### config.mk
export PLATFORM = sky130hd
export DESIGN_NAME = game_ctrl
export DESIGN_NICKNAME = d
export VERILOG_FILES = /design/src/rtl/game_ctrl.sv
export SDC_FILE = /design/constraint.sdc
export NUM_CORES = 1
export LEC_CHECK = 0
export ABC_AREA = 1
export ABC_CLOCK_PERIOD_IN_PS = 3900
export BUFFER_PORTS_ARGS = -buffer_cell sky130_fd_sc_hd__buf_2
export CORE_MARGIN = 5
export CORE_UTILIZATION = 67
export DETAILED_ROUTE_END_ITERATION = 10
export GPL_TIMING_DRIVEN = 0
export HOLD_SLACK_MARGIN = 0.08
export PLACE_DENSITY = 0.9
export SLEW_MARGIN = 10
export SYNTH_ARGS = -nofsm -noshare
export SYNTH_HDL_FRONTEND = slang
export SYNTH_SLANG_ARGS = --single-unit
export TNS_END_PERCENT = 5
### constraint.sdc
create_clock -name clk -period 3.9 [get_ports clk]
set_input_delay 0.585 -clock clk [delete_from_list [all_inputs] [get_ports clk]]
set_output_delay 0.585 -clock clk [all_outputs]
set_load 0.005 [all_outputs]
### src/rtl/game_ctrl.sv
// Frogger-style game controller: menu, round timer, lives, level,
// and the DEAD / WIN hold screens, all driven from a one-second tick.
module game_ctrl #(
   parameter int TICK_DIV      = 25_000_000,
   parameter int ROUND_SECONDS = 30,
   parameter int LIVES_INIT    = 3,
   parameter int DEAD_HOLD     = 2,
   parameter int WIN_HOLD      = 3
) (
   input  logic       clk,
   input  logic       reset,
   input  logic       start_btn,
   input  logic       reached_end,
   input  logic       collision,
   output logic [1:0] state,
   output logic [1:0] lives,
   output logic [3:0] level,
   output logic [5:0] time_left,
   output logic       frog_reset
);

   typedef enum logic [1:0] {
      S_MENU    = 2'd0,
      S_PLAYING = 2'd1,
      S_DEAD    = 2'd2,
      S_WIN     = 2'd3
   } state_t;

   localparam logic [31:0] TICK_LAST = 32'(TICK_DIV - 1);
   localparam logic [31:0] DEAD_LAST = 32'(DEAD_HOLD - 1);
   localparam logic [31:0] WIN_LAST  = 32'(WIN_HOLD - 1);
   localparam logic [1:0]  LIVES_RST = 2'(LIVES_INIT);
   localparam logic [5:0]  ROUND_RLD = 6'(ROUND_SECONDS);

   state_t      st_q, st_d;
   logic [1:0]  lives_d;
   logic [3:0]  level_d;
   logic [5:0]  time_d;
   logic        fr_d;
   logic [31:0] sec_q, sec_d;
   logic [31:0] hold_q, hold_d;
   logic        btn_q;
   logic        start_edge;
   logic        sec_tick;
   logic        timeout;
   logic        death;

   assign state      = st_q;
   assign start_edge = start_btn & ~btn_q;
   assign sec_tick   = (st_q != S_MENU) && (sec_q == TICK_LAST);
   assign timeout    = sec_tick && (time_left == 6'd1);
   assign death      = collision || timeout;

   always_ff @(posedge clk) begin
      if (reset) begin
         st_q       <= S_MENU;
         lives      <= LIVES_RST;
         level      <= 4'd0;
         time_left  <= ROUND_RLD;
         frog_reset <= 1'b0;
         sec_q      <= 32'd0;
         hold_q     <= 32'd0;
         btn_q      <= 1'b1;
      end else begin
         st_q       <= st_d;
         lives      <= lives_d;
         level      <= level_d;
         time_left  <= time_d;
         frog_reset <= fr_d;
         sec_q      <= sec_d;
         hold_q     <= hold_d;
         btn_q      <= start_btn;
      end
   end

   always_comb begin
      st_d    = st_q;
      lives_d = lives;
      level_d = level;
      time_d  = time_left;
      fr_d    = 1'b0;
      hold_d  = hold_q;
      sec_d   = 32'd0;

      unique case (st_q)
         S_MENU: begin
            if (start_edge) begin
               st_d    = S_PLAYING;
               lives_d = LIVES_RST;
               level_d = 4'd0;
               time_d  = ROUND_RLD;
               fr_d    = 1'b1;
            end
         end
         S_PLAYING: begin
            if (sec_tick)
               time_d = time_left - 6'd1;
            // death outranks reaching the end in the same cycle
            if (death) begin
               if (timeout)
                  time_d = 6'd0;
               if (lives != 2'd0)
                  lives_d = lives - 2'd1;
               st_d = S_DEAD;
            end else if (reached_end) begin
               if (level != 4'd15)
                  level_d = level + 4'd1;
               st_d = S_WIN;
            end
         end
         S_DEAD: begin
            if (sec_tick) begin
               if (hold_q == DEAD_LAST) begin
                  if (lives == 2'd0) begin
                     st_d = S_MENU;
                  end else begin
                     st_d   = S_PLAYING;
                     time_d = ROUND_RLD;
                     fr_d   = 1'b1;
                  end
               end else begin
                  hold_d = hold_q + 32'd1;
               end
            end
         end
         S_WIN: begin
            if (sec_tick) begin
               if (hold_q == WIN_LAST) begin
                  st_d   = S_PLAYING;
                  time_d = ROUND_RLD;
                  fr_d   = 1'b1;
               end else begin
                  hold_d = hold_q + 32'd1;
               end
            end
         end
         default: st_d = S_MENU;
      endcase

      if (st_d != st_q) begin
         sec_d  = 32'd0;
         hold_d = 32'd0;
      end else if (st_q == S_MENU || sec_tick) begin
         sec_d = 32'd0;
      end else begin
         sec_d = sec_q + 32'd1;
      end
   end

endmodule

==> results of run 1 <==
-- cell usage in the layout, fill, tap and decap left out, drive strengths merged, types with 3 or more instances in the layout --
cell | Yosys | layout
a21oi | 6 | 6
buf | 19 | 37
clkbuf | 2 | 13
clkinv | 4 | 7
dfxtp | 80 | 80
ha | 8 | 8
inv | 117 | 118
nand2 | 199 | 199
nand3 | 68 | 68
nand3b | 3 | 3
nand4 | 20 | 20
nor2 | 158 | 158
nor3 | 37 | 37
nor4 | 5 | 5
o211ai | 4 | 4
o21ai | 7 | 7
xnor2 | 16 | 16
xor2 | 43 | 43
-- area by class of cell --
cell class / instances / share of cell area
flip-flops and latches: 80 / 0.283
well taps: 102 / 0.0226
clock buffers: 11 / 0.0232
repair buffers: 18 / 0.0159
multi-input cells: 581 / 0.536
inverters: 121 / 0.0803
clock inverters: 5 / 0.00752
plain buffers: 21 / 0.0314
-- worst max-delay path by stage --
stage,endpoint,cells past startpoint
floorplan,hold_q[17]$_SDFFE_PP0P_,13
global placement,hold_q[19]$_SDFFE_PP0P_,13
detailed placement,hold_q[17]$_SDFFE_PP0P_,13
CTS,hold_q[2]$_SDFFE_PP0P_,13
global route,hold_q[15]$_SDFFE_PP0P_,13
finish,hold_q[2]$_SDFFE_PP0P_,13
-- worst max-delay path: stages, from the launching register on --
cell and delay [ns]:
dfxtp_1 0.38, ha_1 0.24, nand3_4 0.12, nor3_4 0.20, inv_2 0.05, nor2_1 0.10
nand2_1 0.11, o31ai_4 0.42, nand2_4 0.13, buf_6 0.17, nand2_1 0.07, nand2_1 0.06
inv_1 0.06, nor2_1 0.04
-- synth_stat cells --
cell type,n
nor2_4,1
nand3b_1,3
nand3_4,2
o2111ai_1,1
xor2_1,43
dfxtp_1,80
nor2_1,111
clkbuf_1,2
a21oi_1,6
o21bai_2,1
nand2_2,2
o21ai_0,6
nand3_1,65
nand2_4,3
inv_1,115
nand3_2,1
a31oi_1,1
nor3_4,1
inv_2,2
buf_6,12
o21ai_1,1
nand2b_1,1
nand2_1,194
nand4_1,18
o211a_1,1
xnor2_1,16
or2_2,1
nand4_2,2
ha_1,8
nor4_1,5
nor2_2,46
clkinv_1,4
o211ai_1,4
nor3_1,36
buf_2,7
o31ai_4,1
-- flip-flops by register name, indices dropped and copies added (netlist names) --
| signal | flops |
|---|---|
| hold_q | 32 |
| sec_q | 32 |
| time_left | 6 |
| level | 4 |
| lives | 2 |
| state | 2 |
| btn_q | 1 |
| frog_reset | 1 |
-- per-stage QoR --
stage	power, mW	cells	util	area [um^2]
finish	2.17	939	0.736	5660
global route	2.29	939	0.736	5660
CTS	2.17	939	0.736	5660
detailed placement	1.62	923	0.713	5480
global placement	1.59	923	0.713	5480
floorplan	1.44	803	-	5260
-- routing by layer --
metal,track usage,wire length [um],part of all wire
met1,0.287,5010,0.41
met2,0.487,6330,0.52
met3,0.0545,486,0.040
met4,0.0830,253,0.021
met5,0,0,0
-- kinds of logic after synthesis --
group / Yosys count / share of synthesized area
simple gates: 492 / 0.430
flops: 80 / 0.304
buf+inv: 142 / 0.120
compound gates: 22 / 0.0290
xor+xnor: 59 / 0.0982
fa+ha+maj: 8 / 0.0190
-- report_power, final --
group / internal, mW / total, mW / switching (mW)
logic: 0.230 / 0.681 / 0.451
registers: 0.868 / 0.926 / 0.0576
clock network: 0.237 / 0.563 / 0.326
==> flow_summary.json, run 1 <==
{
  "antenna_found_initial": 0,
  "finalClockSkew_ns": 0.00912,
  "grt.total_usage": 0.258,
  "grt_overflow_total": 0,
  "hold_path_startpoint": "start_btn",
  "synth-seq-area-share": 0.304,
  "r2r-start": "sec_q[0]$_SDFF_PP0_",
  "post_cts_buffers": 0,
  "fmax_mhz": 442,
  "dp_slack_ns": 1.66,
  "place.gp.congestion": 0.956,
  "nets": 845,
  "reg2reg_depth": 13,
  "ctsHoldBuffers": 0,
  "p_leak_nw": 2.35,
  "regArea_um2": 1600,
  "tns_ns": 0,
  "ioPinCount": 20,
  "path_max_fanout": 10,
  "fin_crit_ns": 2.26,
  "rows": 32,
  "cts_buffers": 9,
  "finalWirelength_mm": 12.1,
  "synthCells": 803,
  "relSlewSlack": 0.627,
  "synth_area_leaders": "dfxtp_1, nand2_1, inv_1",
  "r2r_end": "hold_q[2]$_SDFFE_PP0P_",
  "root_buffer": "clkbuf_8",
  "status": "complete, no violations",
  "startpoint_type": "register",
  "ys_seq_elements": 80,
  "worst_setup_path_end_kind": "register",
  "htreeDepth": 3,
  "drcViolationCount": 0,
  "fill_cells": 638,
  "critPathKind": "register to register",
  "multiInputGateArea_um2": 3030,
  "clock_path_buffers": 2,
  "setup_viol_count_final": 0,
  "clkTransAtPathRegs_ns": 0.09,
  "area_delta_synth_final_pct": 7.44,
  "avgSynthCellArea_um2": 6.56,
  "die_x_um": 98.6,
  "arrival_ns": 2.52,
  "maxSlewViolCount": 0,
  "hold_viol": 0,
  "grt_start_max_net_pins": 15,
  "antenna_cells": 0,
  "cts_tree": "yes",
  "ys_warn_count": 0,
  "initial_core_util": 0.685,
  "synth_area_um2": 5260,
  "synth_top_area_cell": "dfxtp_1",
  "drive_gt1_frac": 0.136,
  "finalWorstSetupSlack_ns": 1.64,
  "ant_nets": 0,
  "ir_drop_uv": 350,
  "detail_route.first_pass.iterations": 5,
  "drtIter0Drc": 212,
  "rsz0062_at_grt": "false",
  "worstHoldPathType": "input pin to register",
  "p_per_area_nw_per_um2": 384,
  "port_buffers": 18,
  "die_h_um": 98.6,
  "tightest_slew_ns": 0.556,
  "grt_pass1_wl_mm": 21.2,
  "synthesis.nets": 816,
  "hold_ws_ns": 0.412,
  "grt_pass1_vias": 4885,
  "critPathRequiredTime_ns": 4.16,
  "dpl.hpwl_mm": 9.29,
  "r2r_slack_ns": 1.64,
  "dr_total_vias": 4977,
  "insertion_delay_ns": 0.36,
  "dieArea_um2": 9730,
  "detail_route.wl_per_cell_um": 12.9,
  "vias_per_cell": 5.30,
  "hold_path_depth": 3,
  "cts_sinks": 80,
  "max_cap_violations": 0,
  "crit_start": "sec_q[0]$_SDFF_PP0_",
  "synth.distinct_cells": 36,
  "synth.top_cell.area_share": 0.304,
  "finalCritPeriodShare": 0.580,
  "min_to": "btn_q$_SDFF_PP1_",
  "cts.repair.resized": 0,
  "coreArea_um2": 7690
}
Power figures use the tool's default switching activity.
==> run 2, diff against run 1 <==
ABC_AREA = 0   (was 1)
ABC_CLOCK_PERIOD_IN_PS = 1900   (was 3900)
CORE_UTILIZATION = 55   (was 67)
PLACE_DENSITY = 0.81   (was 0.9)
clock period = 1.9 ns   (was 3.9 ns; I/O delays follow)
==> run 2 against run 1 <==
The run now ends with negative setup slack left. Critical path depth decreased by 6. Clock power increased by 140%. Die area decreased by 6.0%.
==> flow_summary.json, run 2 <==
{
  "die_x_um": 95.6,
  "finalCritPeriodShare": 1.19,
  "insertion_delay_ns": 0.37,
  "power_mw": 3.16,
  "drcViolationCount": 0,
  "synth.top_cell.area_share": 0.397,
  "clock_path_buffers": 2,
  "detail_route.wl_per_cell_um": 15.6,
  "worstHoldPathType": "input pin to register",
  "port_buffers": 19,
  "layout_commonest_cell": "nor2_1",
  "initial_core_util": 0.562,
  "coreArea_um2": 7180,
  "ys_top_cells_by_count": "dfxtp_1, nor2_1, xor2_1, nand2_1, nand3_1",
  "critPathRequiredTime_ns": 2.19,
  "synth-seq-area-share": 0.397,
  "ir_drop_uv": 514,
  "ctsHoldBuffers": 0,
  "antenna_cells": 0,
  "rsz0062_at_grt": "true",
  "layout_common_cells": "nor2_1, dfxtp_1, xor2_1",
  "vias_per_cell": 5.85,
  "p_leak_nw": 1.85,
  "cts_sinks": 80,
  "die_h_um": 95.6,
  "avgSynthCellArea_um2": 8.50,
  "synth_area_leaders": "dfxtp_1, xor2_1, nor2_1",
  "fin_cells": 625,
  "dieArea_um2": 9140,
  "ioPinCount": 20,
  "drtIter0Drc": 228,
  "startpoint_type": "register",
  "area_delta_synth_final_pct": 22.8,
  "synth_top_area_cell": "dfxtp_1",
  "grt_pass1_vias": 3498,
  "clkTransAtPathRegs_ns": 0.09,
  "antenna_found_initial": 0,
  "grt_start_max_net_pins": 17,
  "drive_gt1_frac": 0.268,
  "yosysMostFrequentCell": "dfxtp_1",
  "worst_setup_path_end_kind": "register",
  "path_max_fanout": 5,
  "arrival_ns": 2.55,
  "dr_total_vias": 3654,
  "dpl.hpwl_mm": 6.31,
  "synth.distinct_cells": 56,
  "synthCells": 474,
  "synth-async-reset-ratio": 0,
  "r2r_slack_ns": -0.37,
  "fin_crit_ns": 2.27,
  "maxSlewViolCount": 0,
  "grt_overflow_total": 0,
  "place.gp.congestion": 0.892,
  "top_regs": "hold_q x32, sec_q x32, time_left x6",
  "cts_buffers": 9,
  "final_util": 0.690,
  "root_buffer": "clkbuf_8",
  "ant_nets": 0,
  "tightest_slew_ns": 0.615,
  "placed_cells": 592,
  "grt.total_usage": 0.222,
  "ys_seq_elements": 80,
  "finalClockSkew_ns": 0.0160,
  "rows": 31,
  "setup_viol_count_final": 59,
  "status": "finished, violations left",
  "failed_checks": "negative setup slack",
  "synthFlopType": "dfxtp_1",
  "synth_area_um2": 4030,
  "detail_route.first_pass.iterations": 4,
  "finalWorstSetupSlack_ns": -0.367,
  "synth_edf_count": 0,
  "critPathKind": "register to register",
  "relSlewSlack": 0.590,
  "htreeDepth": 3,
  "fill_cells": 522,
  "synthesis.nets": 487,
  "p_per_area_nw_per_um2": 639,
  "grt_pass1_wl_mm": 16.1,
  "nets": 534,
  "hold_viol": 0,
  "finalWirelength_mm": 9.76,
  "ys_warn_count": 0,
  "max_cap_violations": 0,
  "cts_tree": "yes",
  "tns_ns": -12.55,
  "fmax_mhz": 441
}
[run 2: cell count changes in the layout (fill, tap and decap cells not counted), sizes merged, moves of 5 or more]
cell / before / now
nand2: 199 / 30
inv: 118 / 20
nor2: 158 / 80
nand3: 68 / 29
nor3: 37 / 14
and3: 0 / 16
nor4: 5 / 21
buf: 37 / 47
or3: 0 / 10
clkinv: 7 / 1
or4: 0 / 5
[run 2: logic make-up (layout without fill, tap and decap cells)]
| kind of cell | Yosys count | in the layout | share of synthesized area |
|---|---|---|---|
| AOI/OAI and AO/OA | 39 | 39 | 0.0658 |
| and+or+nand+nor | 255 | 255 | 0.345 |
| buffers and inverters | 31 | 83 | 0.0335 |
| muxes | 2 | 2 | 0.00528 |
| adders and majority gates | 8 | 8 | 0.0248 |
| xor gates and xnor gates | 59 | 59 | 0.128 |
| DFF | 80 | 80 | 0.397 |
[run 2: power breakdown]
| part | switching (mW) | total [mW] | internal [mW] | leakage (nW) |
|---|---|---|---|---|
| Sequential | 0.00591 | 1.68 | 1.67 | 0.659 |
| Combinational | 0.0907 | 0.144 | 0.0536 | 1.08 |
| Clock | 0.703 | 1.34 | 0.634 | 0.107 |
[run 2: worst paths after layout]
| kind | from | end | cells after the start |
|---|---|---|---|
| hold / removal | start_btn | btn_q$_SDFF_PP1_ | 2 |
| setup / recovery | sec_q[15]$_SDFF_PP0_ | state[0]$_SDFF_PP0_ | 7 |
| hold reg to reg | sec_q[0]$_SDFF_PP0_ | sec_q[0]$_SDFF_PP0_ | 1 |
| setup reg to reg | sec_q[15]$_SDFF_PP0_ | state[0]$_SDFF_PP0_ | 7 |
[run 2: timing repair]
item                       CTS  global route
pin swaps                   13            20
gates cloned                 0             2
setup endpoints to repair   79            79
buffers inserted             5            11
resized for setup           38            46
[run 2: through the flow]
stage / instance area [um^2] / hold slack [ns] / setup slack, ns
floorplan: 4090 / 0.392 / -0.170
global placement: 4300 / 0.443 / -0.492
detailed placement: 4300 / 0.448 / -0.551
CTS: 4700 / 0.122 / -0.326
global route: 4950 / 0.134 / -0.491
finish: 4950 / 0.133 / -0.367
[run 2: routing by layer]
layer  up-vias  routed length [um]  track usage
met5         -                   0            0
met4         0                 150        0.105
met3        15                 446       0.0410
met2        92                4940        0.376
met1      1770                4220        0.272
li1       1777                   -            -
[run 2: cell type report]
type                    instances  area [um^2]  area share
plain buffers                  15          116      0.0235
inverters                      15         56.3      0.0114
multi-input cells             363         2560       0.517
well taps                      99          124      0.0250
clock buffers                   9          124      0.0250
flip-flops and latches         80         1650       0.332
repair buffers                 37          240      0.0485
clock inverters                 7         82.6      0.0167
[run 2: critical path, cell delays in order (launching register included)]
cell and delay (ns):
dfxtp_4 0.38, buf_4 0.12, nand4bb_1 0.17, or4_4 0.50, or3_4 0.40, nor4_2 0.30
nor3_1 0.11, a211oi_2 0.22
==> run 3, diff against run 2 <==
ABC_CLOCK_PERIOD_IN_PS = 2320   (was 1900)
CORE_UTILIZATION = 61   (was 55)
CTS_CLUSTER_DIAMETER = 120   (was unset)
PLACE_DENSITY = 0.84   (was 0.81)
clock period = 2.32 ns   (was 1.9 ns; I/O delays follow)
==> run 3 against run 2 <==
Cell count is 5.0% lower. Fmax is 1.5% lower. Sequential share of layout area is 1.9 points higher. Final area is 7.0% lower. Non-clock buffer count is 9 lower. First-iteration DRC count is 13% lower. Register-to-register slack better by 0.38 ns. Combinational power is 30% lower. Critical endpoint is now hold_q[20]$_SDFFE_PP0P_. The run now ends clean.
==> flow_summary.json, run 3 (synthesis results as in run 2) <==
{
  "status": "complete, no violations",
  "max_cap_violations": 0,
  "worstHoldPathType": "input pin to register",
  "dpl-instance-area_um2": 4220,
  "ant_nets": 0,
  "p_leak_nw": 1.67,
  "layout_common_cells": "nor2_1, dfxtp_1, xor2_1",
  "cts_buffers": 9,
  "p_comb_frac": 0.042,
  "nets": 525,
  "worst_setup_path_end_kind": "register",
  "finalWirelength_mm": 9.32,
  "path_max_fanout": 5,
  "insertion_delay_ns": 0.36,
  "p_per_area_nw_per_um2": 527,
  "vias_per_cell": 6.12,
  "fmax_mhz": 434,
  "drcViolationCount": 0,
  "area_delta_synth_final_pct": 14.2,
  "critPathRequiredTime_ns": 2.59,
  "finalClockSkew_ns": 0.0106,
  "arrival_ns": 2.57,
  "p_sw_frac": 0.256,
  "rsz0062_at_grt": "true",
  "fin_area_um2": 4600,
  "antenna_found_initial": 0,
  "place.gp.congestion": 0.887,
  "finalCritPeriodShare": 0.992,
  "htreeDepth": 3,
  "clock_path_buffers": 2,
  "power_mw": 2.43,
  "fill_cells": 473,
  "hold_viol": 0,
  "maxSlewViolCount": 0,
  "ir_drop_uv": 460,
  "grt_overflow_total": 0,
  "die_x_um": 91.3,
  "dpl.hpwl_mm": 6.18,
  "p_int_mw": 1.81,
  "p_seq_frac": 0.568,
  "top_regs": "hold_q x32, sec_q x32, time_left x6",
  "grt_pass1_vias": 3390,
  "layout_commonest_cell": "nor2_1",
  "critPathKind": "register to register",
  "detail_route.first_pass.iterations": 5,
  "drtIter0Drc": 198,
  "p_switching_mw": 0.622,
  "regArea_um2": 1620,
  "drive_gt1_frac": 0.174,
  "grt_pass1_wl_mm": 15.2,
  "dr_total_vias": 3634,
  "cts_sinks": 80,
  "detail_route.wl_per_cell_um": 15.7,
  "rows": 29,
  "initial_core_util": 0.631,
  "relSlewSlack": 0.574,
  "cts_tree": "yes",
  "grt_start_max_net_pins": 16,
  "root_buffer": "clkbuf_8",
  "port_buffers": 19,
  "clock_power_share": 0.390,
  "coreArea_um2": 6390,
  "multiInputGateArea_um2": 2420,
  "setup_viol_count_final": 0,
  "die_h_um": 91.3,
  "fin_crit_ns": 2.30,
  "antenna_cells": 0,
  "startpoint_type": "register",
  "dieArea_um2": 8330,
  "grt.total_usage": 0.219,
  "tightest_slew_ns": 0.633,
  "ioPinCount": 20,
  "clkTransAtPathRegs_ns": 0.09
}
==> run 3: cell types whose count changed in the layout (fill, tap and decap cells not counted), moves of 3 or more <==
cell,change
buf_2,+5
dfxtp_4,-3
clkinvlp_4,+3
nor3_1,+3
buf_4,-11
dfxtp_1,+18
dfxtp_2,-15
nand3_1,+3
nor4_2,-5
nor4_1,+6
buf_6,-5
==> run 3: through the flow <==
stage | instances | TNS, ns | setup slack (ns) | hold WS [ns] | utilization
3_5_place_dp | 570 | -9.37 | -0.222 | 0.460 | 0.661
4_1_cts | 589 | -0.0190 | -0.0190 | 0.184 | 0.698
5_1_grt | 594 | -0.650 | -0.0772 | 0.209 | 0.721
3_3_place_gp | 570 | -8.22 | -0.211 | 0.446 | 0.661
2_1_floorplan | 474 | 0 | 0.0752 | 0.430 | -
6_report | 594 | 0 | 0.0175 | 0.208 | 0.721
==> run 3: routing by layer <==
layer / global-route usage / wire length (um) / vias up
met4: 0.106 / 171 / 0
met5: 0 / 0 / -
met1: 0.271 / 4000 / 1739
met3: 0.0479 / 488 / 16
met2: 0.361 / 4660 / 126
li1: - / - / 1753
==> run 3: final timing paths <==
check	start	end	slack (ns)	cells past startpoint
setup / recovery	sec_q[15]$_SDFF_PP0_	hold_q[20]$_SDFFE_PP0P_	0.02	7
hold / removal	start_btn	btn_q$_SDFF_PP1_	0.21	2
setup reg to reg	sec_q[15]$_SDFF_PP0_	hold_q[20]$_SDFFE_PP0P_	0.02	7
hold reg to reg	sec_q[0]$_SDFF_PP0_	sec_q[0]$_SDFF_PP0_	0.46	1
==> run 3: layout make-up <==
class,instances,area share
clock buffers,9,0.0269
inverters,15,0.0122
repair buffers,27,0.0332
flip-flops and latches,80,0.351
plain buffers,16,0.0193
well taps,77,0.0209
multi-input cells,363,0.525
clock inverters,7,0.0117
==> run 3: what timing repair did <==
action                                  CTS  global route
setup buffers                             3             4
hold buffers                              0             0
pin swaps                                 3            10
gates cloned                              0             1
gates resized for setup                   7            26
endpoints found under the setup margin   72            79
==> run 3: worst max-delay path, cell delays in order (launching register included) <==
cell and delay (ns):
dfxtp_4 0.36, or4b_4 0.54, or3_4 0.35, nor4_4 0.37, buf_2 0.26, nand4_1 0.12, xor2_1 0.16, nor2_1 0.05
==> run 3: power by group through the flow <==
stage	Clock (mW)	Combinational [mW]	Sequential, mW
3_5_place_dp	0	0.0909	1.41
2_1_floorplan	0	0.0630	1.41
4_1_cts	0.967	0.0929	1.38
3_3_place_gp	0	0.0900	1.41
5_1_grt	1.03	0.111	1.38
6_report	0.947	0.101	1.38
